--- config.mk ---
export PLATFORM = sky130hd
export DESIGN_NAME = ascon_fsm_param
export DESIGN_NICKNAME = d
export VERILOG_FILES = /design/src/rtl/ascon_fsm_pkg.sv /design/src/rtl/ascon_round_cnt.sv /design/src/rtl/ascon_fsm_param.sv
export SDC_FILE = /design/constraint.sdc
export NUM_CORES = 1
export LEC_CHECK = 0
export CORE_ASPECT_RATIO = 1.75
export CORE_MARGIN = 4
export CORE_UTILIZATION = 38
export DETAILED_ROUTE_END_ITERATION = 12
export HOLD_SLACK_MARGIN = 0.05
export SYNTH_ARGS = -nofsm -noshare
export SYNTH_HDL_FRONTEND = slang
export SYNTH_SLANG_ARGS = --single-unit
--- constraint.sdc ---
create_clock -name clock_i -period 2.6 [get_ports clock_i]
set_input_delay 0.52 -clock clock_i [delete_from_list [all_inputs] [get_ports clock_i]]
set_output_delay 0.52 -clock clock_i [all_outputs]
set_load 0.01 [all_outputs]
--- src/rtl/ascon_fsm_pkg.sv ---
// Shared types and constants for the ASCON control FSM: state encoding, conf_xor_down codes,
// default round counts and the round-counter start helper.
package ascon_fsm_pkg;

  localparam int unsigned DefRoundsA = 12;
  localparam int unsigned DefRoundsB = 6;

  localparam logic [1:0] ConfKeyInit = 2'b00;
  localparam logic [1:0] ConfDomSep  = 2'b01;
  localparam logic [1:0] ConfKeyPre  = 2'b10;
  localparam logic [1:0] ConfKeyPost = 2'b11;

  localparam logic [3:0] LastRound = 4'd11;

  typedef enum logic [3:0] {
    StIdle, StLoad, StInitP, StInitEnd,
    StAdWait, StAdXor, StAdP, StAdEnd,
    StPtWait, StPtXor, StPtP, StFinP,
    StTag, StDone
  } state_e;

  // A p^R phase runs round constants 12-R .. 11.
  function automatic logic [3:0] round_start(input int unsigned rounds);
    return 4'(12 - rounds);
  endfunction

endpackage

--- src/rtl/ascon_round_cnt.sv ---
// Loadable 4-bit round-constant counter; last is high while the final round (11) is active.
module ascon_round_cnt
  import ascon_fsm_pkg::*;
(
  input  logic       clock_i,
  input  logic       resetb_i,
  input  logic       load,
  input  logic [3:0] load_val,
  input  logic       enable,
  output logic [3:0] round,
  output logic       last
);

  logic [3:0] cnt_q;

  always_ff @(posedge clock_i or negedge resetb_i) begin
    if (!resetb_i) begin
      cnt_q <= '0;
    end else if (load) begin
      cnt_q <= load_val;
    end else if (enable) begin
      cnt_q <= cnt_q + 4'd1;
    end
  end

  assign round = cnt_q;
  assign last  = (cnt_q == LastRound);

endmodule

--- src/rtl/ascon_fsm_param.sv ---
// ASCON AEAD control FSM sequencing init, AD, plaintext, finalisation and tag phases.
// Optional decrypt mode is enabled by defining ASCON_DECRYPT_EN.
module ascon_fsm_param
  import ascon_fsm_pkg::*;
#(
  parameter int unsigned ROUNDS_A = DefRoundsA,
  parameter int unsigned ROUNDS_B = DefRoundsB,
  parameter int unsigned BLK_W    = 8
) (
  input  logic             clock_i,
  input  logic             resetb_i,
  input  logic             start_i,
  input  logic             data_valid_i,
  input  logic [BLK_W-1:0] nb_ad_i,
  input  logic [BLK_W-1:0] nb_pt_i,
`ifdef ASCON_DECRYPT_EN
  input  logic             decrypt_i,
  output logic             dec_mode_o,
`endif
  output logic             data_ready_o,
  output logic             init_state_o,
  output logic             ena_reg_state_o,
  output logic             ena_xor_up_o,
  output logic             ena_xor_down_o,
  output logic [1:0]       conf_xor_down_o,
  output logic [3:0]       round_o,
  output logic             cipher_valid_o,
  output logic             tag_valid_o,
  output logic             end_o,
  output logic             busy_o
);

  localparam logic [3:0] StartA = round_start(ROUNDS_A);
  localparam logic [3:0] StartB = round_start(ROUNDS_B);

  state_e           state_q, state_d;
  logic [BLK_W-1:0] nb_ad_q, nb_pt_q, blk_cnt_q;
  logic             rnd_load, rnd_en, rnd_last;
  logic [3:0]       rnd_val, rnd_cnt;
  logic             pt_last;

  ascon_round_cnt u_round_cnt (
    .clock_i  (clock_i),
    .resetb_i (resetb_i),
    .load     (rnd_load),
    .load_val (rnd_val),
    .enable   (rnd_en),
    .round    (rnd_cnt),
    .last     (rnd_last)
  );

  // Counter still holds the pre-increment index during PT_XOR.
  assign pt_last = (blk_cnt_q == nb_pt_q - BLK_W'(1));

  always_ff @(posedge clock_i or negedge resetb_i) begin
    if (!resetb_i) begin
      state_q <= StIdle;
    end else begin
      state_q <= state_d;
    end
  end

  always_ff @(posedge clock_i or negedge resetb_i) begin
    if (!resetb_i) begin
      nb_ad_q   <= '0;
      nb_pt_q   <= '0;
      blk_cnt_q <= '0;
    end else if (state_q == StLoad) begin
      nb_ad_q   <= nb_ad_i;
      nb_pt_q   <= (nb_pt_i == '0) ? BLK_W'(1) : nb_pt_i;
      blk_cnt_q <= '0;
    end else if (state_q == StAdEnd) begin
      blk_cnt_q <= '0;
    end else if (state_q == StAdXor || state_q == StPtXor) begin
      blk_cnt_q <= blk_cnt_q + BLK_W'(1);
    end
  end

`ifdef ASCON_DECRYPT_EN
  logic dec_mode_q;

  always_ff @(posedge clock_i or negedge resetb_i) begin
    if (!resetb_i) begin
      dec_mode_q <= 1'b0;
    end else if (state_q == StLoad) begin
      dec_mode_q <= decrypt_i;
    end else if (state_q == StDone) begin
      dec_mode_q <= 1'b0;
    end
  end

  assign dec_mode_o = dec_mode_q;
`endif

  always_comb begin
    state_d         = state_q;
    data_ready_o    = 1'b0;
    init_state_o    = 1'b0;
    ena_reg_state_o = 1'b0;
    ena_xor_up_o    = 1'b0;
    ena_xor_down_o  = 1'b0;
    conf_xor_down_o = ConfKeyInit;
    round_o         = 4'd0;
    cipher_valid_o  = 1'b0;
    tag_valid_o     = 1'b0;
    end_o           = 1'b0;
    rnd_load        = 1'b0;
    rnd_val         = StartA;
    rnd_en          = 1'b0;

    unique case (state_q)
      StIdle: begin
        if (start_i) state_d = StLoad;
      end
      StLoad: begin
        init_state_o    = 1'b1;
        ena_reg_state_o = 1'b1;
        rnd_load        = 1'b1;
        rnd_val         = StartA;
        state_d         = StInitP;
      end
      StInitP, StAdP, StPtP, StFinP: begin
        ena_reg_state_o = 1'b1;
        rnd_en          = 1'b1;
        round_o         = rnd_cnt;
        if (rnd_last) begin
          unique case (state_q)
            StInitP: state_d = StInitEnd;
            StAdP:   state_d = (blk_cnt_q == nb_ad_q) ? StAdEnd : StAdWait;
            StPtP:   state_d = StPtWait;
            default: state_d = StTag;
          endcase
        end
      end
      StInitEnd: begin
        ena_xor_down_o  = 1'b1;
        conf_xor_down_o = ConfKeyInit;
        state_d         = (nb_ad_q != '0) ? StAdWait : StAdEnd;
      end
      StAdWait: begin
        data_ready_o = 1'b1;
        if (data_valid_i) state_d = StAdXor;
      end
      StAdXor: begin
        ena_xor_up_o = 1'b1;
        rnd_load     = 1'b1;
        rnd_val      = StartB;
        state_d      = StAdP;
      end
      StAdEnd: begin
        ena_xor_down_o  = 1'b1;
        conf_xor_down_o = ConfDomSep;
        state_d         = StPtWait;
      end
      StPtWait: begin
        data_ready_o = 1'b1;
        if (data_valid_i) state_d = StPtXor;
      end
      StPtXor: begin
        ena_xor_up_o   = 1'b1;
        cipher_valid_o = 1'b1;
        rnd_load       = 1'b1;
        if (pt_last) begin
          ena_xor_down_o  = 1'b1;
          conf_xor_down_o = ConfKeyPre;
          rnd_val         = StartA;
          state_d         = StFinP;
        end else begin
          rnd_val = StartB;
          state_d = StPtP;
        end
      end
      StTag: begin
        ena_xor_down_o  = 1'b1;
        conf_xor_down_o = ConfKeyPost;
        tag_valid_o     = 1'b1;
        state_d         = StDone;
      end
      StDone: begin
        end_o   = 1'b1;
        state_d = StIdle;
      end
      default: state_d = StIdle;
    endcase
  end

  assign busy_o = (state_q != StIdle);

endmodule
==> impl_metrics.toml, run 1 <==
[routing]
via_count = 1891
avgViaCountPerCell = 5.27
first_pass_iters = 4
post_drt_wl_per_cell_um = 15.1
antenna_left = 0
drt_iter0_drc = 67
drcViolationCount = 0
drt_wl_total_um = 5430

[floorplanning]
core_area_um2 = 5340
initial_utilization_pct = 39.7
dieArea_um2 = 6890
std_cell_rows = 35
die-width_um = 64.5
die_h_um = 107
io_pins = 35

[yosys]
synth_adder_area_share_pct = 1.77
syn_inst = 231
yosysSeqAreaShare_pct = 37.7
ys_warn_count = 0
synth_top_family_by_area = "simple AND/OR/NAND/NOR gates"
async_flop_share_pct = 100
synth-simple-area-share_pct = 23.6
synth-edff-count = 0
syn_nets = 254
synth.distinct_cells = 50
synth_compound_area_share_pct = 14.0
synthMuxAreaShare_pct = 8.90
synth_ff_type = "dfrtp_1"
syn_area_per_cell_um2 = 9.19
synth_seq_cells = 32
syn-cell-area_um2 = 2120
synthXorXnorAreaFrac_pct = 9.08

[timing]
hold_violations = 0
fin_ws_ns = 0.0229
tightest_slew_ns = 0.429
fmax_mhz = 388
rsz0062_at_grt = "true"
final_max_slew_viol_count = 0
fin_crit_ns = 2.58
finClkSkew_ns = 0.00545
fin_crit_sh_pct = 99.1
slew_headroom_pct = 71.4
setup_viol = 0

[setup_path]
crit_slowest_cell = "dfrtp_1"
startpoint_type = "register"
reg2reg_from = "nb_pt_q[2]"
r2r-end = "u_round_cnt.round[1]"
arrival_ns = 2.06
worstSetupPathType = "reg2out"
ff2ff_path_depth = 7
worstSetupEndpointType = "output pin"
rrSetupSlack_ns = 0.73
crit_required_ns = 2.08
crit_chain = "inv_2 > ha_4 > or2_4 > a2111oi_4 > o21ai_1 > a22oi_2 > nand4_1 > nand2b_1 > buf_2"
worst_path_largest_cell_delay_ns = 0.36
crit_fanout = 5

[hold_path]
whs_endpoint = "nb_ad_q[6]"
hold_start = "nb_ad_q[6]"
min_path_type = "reg2reg"
hold_depth = 1

[finish]
nets = 307
finalNonFillerCells = 359
diodes = 0
fill_cells = 537
fin_area_um2 = 2820
layout_commonest_cell = "clkdlybuf4s50_1"
layout_common_cells = "31 x clkdlybuf4s50_1, 29 x dfrtp_1, 28 x buf_4"
drive_gt1_share_pct = 26.3
area_delta_synth_final_pct = 33.1

[clock_network]
insertion_delay_ns = 0.28
cts_tree = "yes"
clk_transition_reported_paths_ns = 0.07
cts_sinks = 32
h-tree-depth = 2
clock_tree.buffer_depth = 2
cts-root-buf = "clkbuf_8"
cts_inserted_buffers = 5
cts_hold_buffers = 0

[global_routing]
grt_overflow = 0
antenna_found_initial = 0
grt.total_usage_pct = 16.5
grt_max_degree = 33
grt_pass1_vias = 1837
grt_pass1_wl_um = 8790

[status]
status = "finished clean"

[placed_design]
pre_cts_ws_ns = -0.170
io_buffer_count = 34
post_dp_cell_area_um2 = 2670
dp_cells = 349
hpwl_um = 4210
routabilityCongestion = 0.826

[power]
leakage_nw = 1.17
peakVddDrop_uv = 550
p_per_area_nw_per_um2 = 1180

[run]
maxCapViolCount = 0
[power by group]
| group | internal (mW) | switching [mW] |
|---|---|---|
| clock | 0.215 | 0.186 |
| sequential | 0.723 | 0.283 |
| combinational | 0.996 | 0.922 |
[cells by family (layout without fill, tap and decap cells)]
kind of cell	count (synthesis)	count (layout)
buffers and inverters	22	76
and+or+nand+nor	91	91
xor gates and xnor gates	22	22
adders and majority gates	3	3
DFF	32	32
AOI/OAI and AO/OA	44	44
muxes	17	17
[worst max path at each step]
stage                     startpoint                 end  slack, ns
after floorplan           nb_pt_q[0]  conf_xor_down_o[1]       0.23
after global placement    nb_pt_q[0]  conf_xor_down_o[1]      -0.15
after detailed placement  nb_pt_q[0]  conf_xor_down_o[1]      -0.17
after CTS                 nb_pt_q[1]  conf_xor_down_o[1]      -0.03
after global routing      nb_pt_q[0]      ena_xor_down_o      -0.13
final                     nb_pt_q[1]  conf_xor_down_o[1]       0.02
[area by class of cell]
class / count / area [um^2] / area share [%]
multi-input combinational: 177 / 1260 / 44.6
sequential: 32 / 805 / 28.5
timing repair buffer: 63 / 554 / 19.6
tap: 74 / 92.6 / 3.28
clock buffer: 7 / 86.3 / 3.06
inverter: 5 / 18.8 / 0.665
clock inverter: 1 / 7.51 / 0.266
[stage by stage]
stage | util (%) | setup TNS [ns] | total power, mW | hold WS (ns)
floorplan | - | 0 | 2.16 | 0.224
global placement | 50.0 | -0.287 | 2.81 | 0.538
detailed placement | 50.0 | -0.326 | 2.82 | 0.542
CTS | 52.2 | -0.0640 | 3.29 | 0.558
global route | 52.9 | -0.245 | 3.60 | 0.580
finish | 52.9 | 0 | 3.32 | 0.552
[synthesized netlist by cell type (all sizes together), types with 3 or more instances]
| cell type | number | area [um^2] |
|---|---|---|
| and2 | 5 | 31.3 |
| inv | 5 | 18.8 |
| nor2 | 22 | 82.6 |
| dfrtp | 32 | 801 |
| a21oi | 9 | 45.0 |
| nand2b | 9 | 56.3 |
| o21ai | 14 | 70.1 |
| nand3b | 3 | 22.5 |
| buf | 10 | 57.6 |
| nand2 | 19 | 73.8 |
| o22ai | 4 | 25.0 |
| clkbuf | 7 | 26.3 |
| mux2 | 15 | 169 |
| nor3 | 7 | 56.3 |
| nor4 | 6 | 52.6 |
| xor2 | 14 | 123 |
| a21boi | 3 | 22.5 |
| xnor2 | 8 | 70.1 |
| and3 | 3 | 18.8 |
| ha | 3 | 37.5 |
| nand4 | 3 | 18.8 |
| nand3 | 5 | 25.0 |
[critical path: cells and delay by family, from the launching register on]
| family | cells | cell delay [ns] |
|---|---|---|
| AOI/OAI and AO/OA | 3 | 0.55 |
| and+or+nand+nor | 3 | 0.51 |
| DFF | 1 | 0.36 |
| buffers and inverters | 2 | 0.19 |
| adders and majority gates | 1 | 0.18 |
[layer usage]
| metal | vias to the layer above | GRT usage, % | part of all wire, % | wire [um] |
|---|---|---|---|---|
| met5 | - | 0 | 0 | 0 |
| met4 | 0 | 5.30 | 1.4 | 78 |
| met3 | 6 | 2.94 | 3.0 | 165 |
| met2 | 47 | 32.0 | 56 | 3050 |
| met1 | 919 | 17.5 | 39 | 2130 |
| li1 | 919 | - | - | - |
[sequential cells by signal, summed over array words and instances, names as in the netlist]
| signal | cells |
|---|---|
| blk_cnt_q | 8 |
| nb_ad_q | 8 |
| nb_pt_q | 8 |
| state_q | 4 |
| u_round_cnt.round | 4 |
[timing repair]
action,in CTS,in global routing
gates resized for setup,15,10
pin swaps,5,1
hold endpoints to repair,0,0
endpoints found under the setup margin,6,10
setup buffers,1,1
(Power assumes the default switching activity.)
==> run 2, diff against run 1 <==
--- a/config.mk
+++ b/config.mk
@@ -5,7 +5,7 @@
 export SDC_FILE = /design/constraint.sdc
 export NUM_CORES = 1
 export LEC_CHECK = 0
-export CORE_ASPECT_RATIO = 1.75
+export CORE_ASPECT_RATIO = 1.4
 export CORE_MARGIN = 4
 export CORE_UTILIZATION = 38
 export DETAILED_ROUTE_END_ITERATION = 12
==> run 2 against run 1 <==
The run now ends with setup timing left; cell area grew 2.3%; non-clock buffer count rose by 7; sequential power barely moved; routed wire length decreased by 5.2%; power increased by 4.6%; final cell count shrank 0.28%; register-to-register slack worse by 0.10 ns; sequential cell count stayed put; global-route usage is 0.070 points lower; clock skew fell by 0.0019 ns; critical endpoint unchanged; largest power group unchanged.
==> impl_metrics.toml, run 2 (synthesized netlist as in run 1, its figures left out) <==
[floorplanning]
std_cell_rows = 31
dieArea_um2 = 6860
initial_utilization_pct = 40.2
die-width_um = 71.2
core_area_um2 = 5280
io_pins = 35
die_h_um = 96.4

[routing]
antenna_left = 0
first_pass_iters = 4
drt_wl_total_um = 5140
drcViolationCount = 0
via_count = 1892
avgViaCountPerCell = 5.28
drt_iter0_drc = 69
post_drt_wl_per_cell_um = 14.4

[setup_path]
startpoint = "nb_pt_q[0]"
worstSetupPathType = "reg2out"
worstSetupEndpointType = "output pin"
crit_fanout = 5
arrival_ns = 2.13
reg2reg_from = "nb_pt_q[0]"
startpoint_type = "register"
crit_required_ns = 2.08

[timing]
slew_headroom_pct = 72.4
setup_viol = 2
hold_violations = 0
final_max_slew_viol_count = 0
rsz0062_at_grt = "true"
finClkSkew_ns = 0.00355
fin_crit_ns = 2.65
fmax_mhz = 377
tightest_slew_ns = 0.415
fin_ws_ns = -0.0524
fin_crit_sh_pct = 102

[hold_path]
hold_start = "nb_ad_q[1]"
min_path_type = "reg2reg"

[clock_network]
insertion_delay_ns = 0.28
cts_tree = "yes"
cts-root-buf = "clkbuf_8"
cts_inserted_buffers = 5
h-tree-depth = 2
clock_tree.buffer_depth = 2
clk_transition_reported_paths_ns = 0.07
cts_sinks = 32

[finish]
largestRegisters = "blk_cnt_q x8, nb_ad_q x8, nb_pt_q x8"
area_delta_synth_final_pct = 36.1
nets = 314
finalNonFillerCells = 358
diodes = 0
drive_gt1_share_pct = 28.1
layout_commonest_cell = "buf_4"
layout_common_cells = "35 x buf_4, 32 x clkdlybuf4s50_1, 28 x dfrtp_1"

[placed_design]
hpwl_um = 4020
routabilityCongestion = 0.896
dp_cells = 344
io_buffer_count = 34
pre_cts_ws_ns = -0.210

[run]
maxCapViolCount = 0

[global_routing]
grt_overflow = 0
grt_pass1_vias = 1920
antenna_found_initial = 0
grt_max_degree = 33
grt.total_usage_pct = 16.4
grt_pass1_wl_um = 8830

[status]
failed_checks = "setup timing"
status = "finished, violations left"

[power]
leakage_nw = 1.21
p_per_area_nw_per_um2 = 1200
peakVddDrop_uv = 510
## run 2: path summary, 6_finish.rpt
check | cells after the start | end | slack, ns
setup / recovery | 10 | conf_xor_down_o[1] | -0.05
hold / removal | 1 | nb_ad_q[1] | 0.56
hold reg to reg | 1 | nb_ad_q[1] | 0.56
max in group asynchronous | 2 | state_q[0] | 1.64
setup reg to reg | 10 | u_round_cnt.round[2] | 0.63
min in group asynchronous | 2 | nb_pt_q[1] | 0.63
## run 2: cell type report
class                   instances  area, um^2
fillers                       531        2390
multi-input cells             177        1260
flip-flops and latches         32         806
repair buffers                 70         611
well taps                      66        82.6
clock buffers                   5        68.8
clock inverters                 3        42.5
inverters                       5        18.8
## run 2: critical path, stage by stage, from the launching register on
cell and delay (ns):
dfrtp_1 0.36, inv_2 0.06, ha_4 0.17, or2_1 0.22, a2111oi_2 0.30, o21ai_1 0.11, a22oi_2 0.15, nand4_1 0.14
buf_4 0.17, nand2b_1 0.05, buf_2 0.12
## run 2: through the flow
step	utilization, %	TNS (ns)	area (um^2)	power (mW)	hold WS [ns]
final	54.8	-0.0782	2890	3.48	0.558
after floorplan	-	0	2120	2.16	0.224
after global placement	50.9	-0.256	2690	2.84	0.543
after global routing	54.8	-0.481	2890	3.78	0.581
after CTS	54.2	-0.158	2860	3.46	0.560
after detailed placement	50.9	-0.394	2690	2.87	0.548
## run 2: repair_timing
item                                    in CTS  in global routing
hold buffers                                 0                  0
pin swaps                                    4                  1
resized for setup                           16                 10
endpoints found under the setup margin       6                  9
setup buffers                                5                  1
## run 2: layer usage
metal	GRT usage, %	vias to the layer above	wire [um]
met3	3.21	15	192
met5	0	-	0
li1	-	941	-
met1	18.2	892	2100
met2	29.5	44	2660
met4	8.62	0	191
## run 2: report_power, final
part / internal, mW / switching, mW
logic: 1.07 / 0.896
registers: 0.724 / 0.316
clock network: 0.283 / 0.188
total: 2.08 / 1.40
==> run 3, diff against run 2 <==
--- a/config.mk
+++ b/config.mk
@@ -10,6 +10,7 @@
 export CORE_UTILIZATION = 38
 export DETAILED_ROUTE_END_ITERATION = 12
 export HOLD_SLACK_MARGIN = 0.05
+export RECOVER_POWER = 100
 export SYNTH_ARGS = -nofsm -noshare
 export SYNTH_HDL_FRONTEND = slang
 export SYNTH_SLANG_ARGS = --single-unit
==> run 3 against run 2 <==
The flow finishes with violations (capacitance limit, slew limit, setup timing); largest cell class unchanged; routed wire length down 0.16%; maximum frequency about the same; hold slack about the same; utilization down 0.64 points; power down 1.4%; non-clock buffer count unchanged.
==> impl_metrics.toml, run 3 (synthesized netlist as in run 1, its figures left out) <==
[finish]
diodes = 0
area_delta_synth_final_pct = 34.6
fin_area_um2 = 2860
final_core_util_pct = 54.1
drive_gt1_share_pct = 25.3
finalNonFillerCells = 358
largestRegisters = "blk_cnt_q x8, nb_ad_q x8, nb_pt_q x8"
nets = 314
layout_common_cells = "30 x buf_4, 29 x dfrtp_1, 28 x clkdlybuf4s50_1"
layout_commonest_cell = "buf_4"

[routing]
drcViolationCount = 0
first_pass_iters = 4
post_drt_wl_per_cell_um = 14.3
avgViaCountPerCell = 5.27
via_count = 1888
antenna_left = 0
drt_iter0_drc = 75
drt_wl_total_um = 5140

[setup_path]
ff2ff_path_depth = 6
crit_required_ns = 2.08
rrSetupSlack_ns = 0.30
arrival_ns = 2.13
worstSetupPathType = "reg2out"
r2r-end = "nb_pt_q[4]"
startpoint_type = "register"
crit_fanout = 5
reg2reg_from = "state_q[1]"
worstSetupEndpointType = "output pin"

[clock_network]
cts_hold_buffers = 0
cts_sinks = 32
cts_inserted_buffers = 5
h-tree-depth = 2
cts-root-buf = "clkbuf_8"
cts_tree = "yes"
clock_tree.buffer_depth = 2
clk_transition_reported_paths_ns = 0.07
insertion_delay_ns = 0.28

[power]
peakVddDrop_uv = 510
pwr-share-seq_pct = 30.2
leakage_nw = 1.20
power_frac_clock_pct = 13.7
power_frac_comb_pct = 56.0
switching_share_pct = 40.4
p_int_mw = 2.04
p_per_area_nw_per_um2 = 1200
netSwitchingPower_mw = 1.39
p_total_mw = 3.43

[timing]
fin_crit_sh_pct = 102
tightest_slew_ns = 1.72
finClkSkew_ns = 0.00395
hold_violations = 0
fmax_mhz = 377
slew_headroom_pct = -14.8
setup_viol = 2
rsz0062_at_grt = "true"
final_max_slew_viol_count = 33
fin_ws_ns = -0.0532
fin_crit_ns = 2.65

[placed_design]
post_dp_cell_area_um2 = 2690
routabilityCongestion = 0.896
io_buffer_count = 34
dp_cells = 344
pre_cts_ws_ns = -0.210
hpwl_um = 4020

[floorplanning]
std_cell_rows = 31
die-width_um = 71.2
core_area_um2 = 5280
io_pins = 35
die_h_um = 96.4
dieArea_um2 = 6860
initial_utilization_pct = 40.2

[global_routing]
grt_max_degree = 33
grt_pass1_wl_um = 8830
grt.total_usage_pct = 16.4
antenna_found_initial = 0
grt_overflow = 0
grt_pass1_vias = 1920

[hold_path]
whs_endpoint = "nb_ad_q[1]"
hold_start = "nb_ad_q[1]"
min_path_type = "reg2reg"
hold_depth = 1

[run]
maxCapViolCount = 1

[status]
failed_checks = "capacitance limit, slew limit, setup timing"
status = "finished, violations left"
-- run 3: stage by stage --
step,hold WS (ns),setup TNS (ns)
after CTS,0.560,-0.158
after global routing,0.581,-0.903
final,0.558,-0.0795
after detailed placement,0.548,-0.394
after floorplan,0.224,0
after global placement,0.543,-0.256
-- run 3: repair_timing --
action / 4_1_cts / 5_1_grt
gates resized for setup: 16 / 10
setup buffers: 5 / 1
endpoints found under the setup margin: 6 / 9
pin swaps: 4 / 1
-- run 3: area by class of cell --
class / instances / area [um^2]
Clock buffer: 5 / 68.8
Clock inverter: 3 / 42.5
Fill cell: 543 / 2420
Inverter: 5 / 18.8
Multi-Input combinational cell: 177 / 1250
Sequential cell: 32 / 805
Tap cell: 66 / 82.6
Timing Repair Buffer: 70 / 592
-- run 3: power groups by stage --
stage / Sequential, mW / Combinational, mW / Clock (mW)
floorplan: 0.901 / 1.26 / 0
detailed placement: 1.04 / 1.83 / 0
global placement: 1.04 / 1.81 / 0
finish: 1.04 / 1.92 / 0.470
CTS: 1.04 / 1.93 / 0.487
global route: 1.08 / 2.14 / 0.509
-- run 3: routing by layer --
layer / share of wire [%] / global-route usage (%) / vias up / wire (um)
met1: 40 / 18.2 / 894 / 2070
met2: 52 / 29.5 / 42 / 2680
met4: 3.7 / 8.62 / 0 / 191
met5: 0 / 0 / - / 0
met3: 3.7 / 3.21 / 15 / 188
li1: - / - / 937 / -
-- run 3: how the worst max path moves through the flow --
stage	end	cells past startpoint	start	slack, ns
floorplan	conf_xor_down_o[1]	9	nb_pt_q[0]	0.23
global placement	conf_xor_down_o[1]	9	nb_pt_q[0]	-0.14
detailed placement	conf_xor_down_o[1]	9	nb_pt_q[0]	-0.21
CTS	conf_xor_down_o[1]	10	nb_pt_q[1]	-0.09
global route	conf_xor_down_o[1]	10	nb_pt_q[0]	-0.26
finish	conf_xor_down_o[1]	10	nb_pt_q[0]	-0.05
-- run 3: critical path, cell delays in order (launching register included) --
cell       delay [ns]
dfrtp_1          0.36
inv_2            0.06
ha_4             0.17
or2_1            0.22
a2111oi_2        0.30
o21ai_1          0.11
a22oi_2          0.15
nand4_1          0.14
buf_4            0.17
nand2b_1         0.05
buf_2            0.12
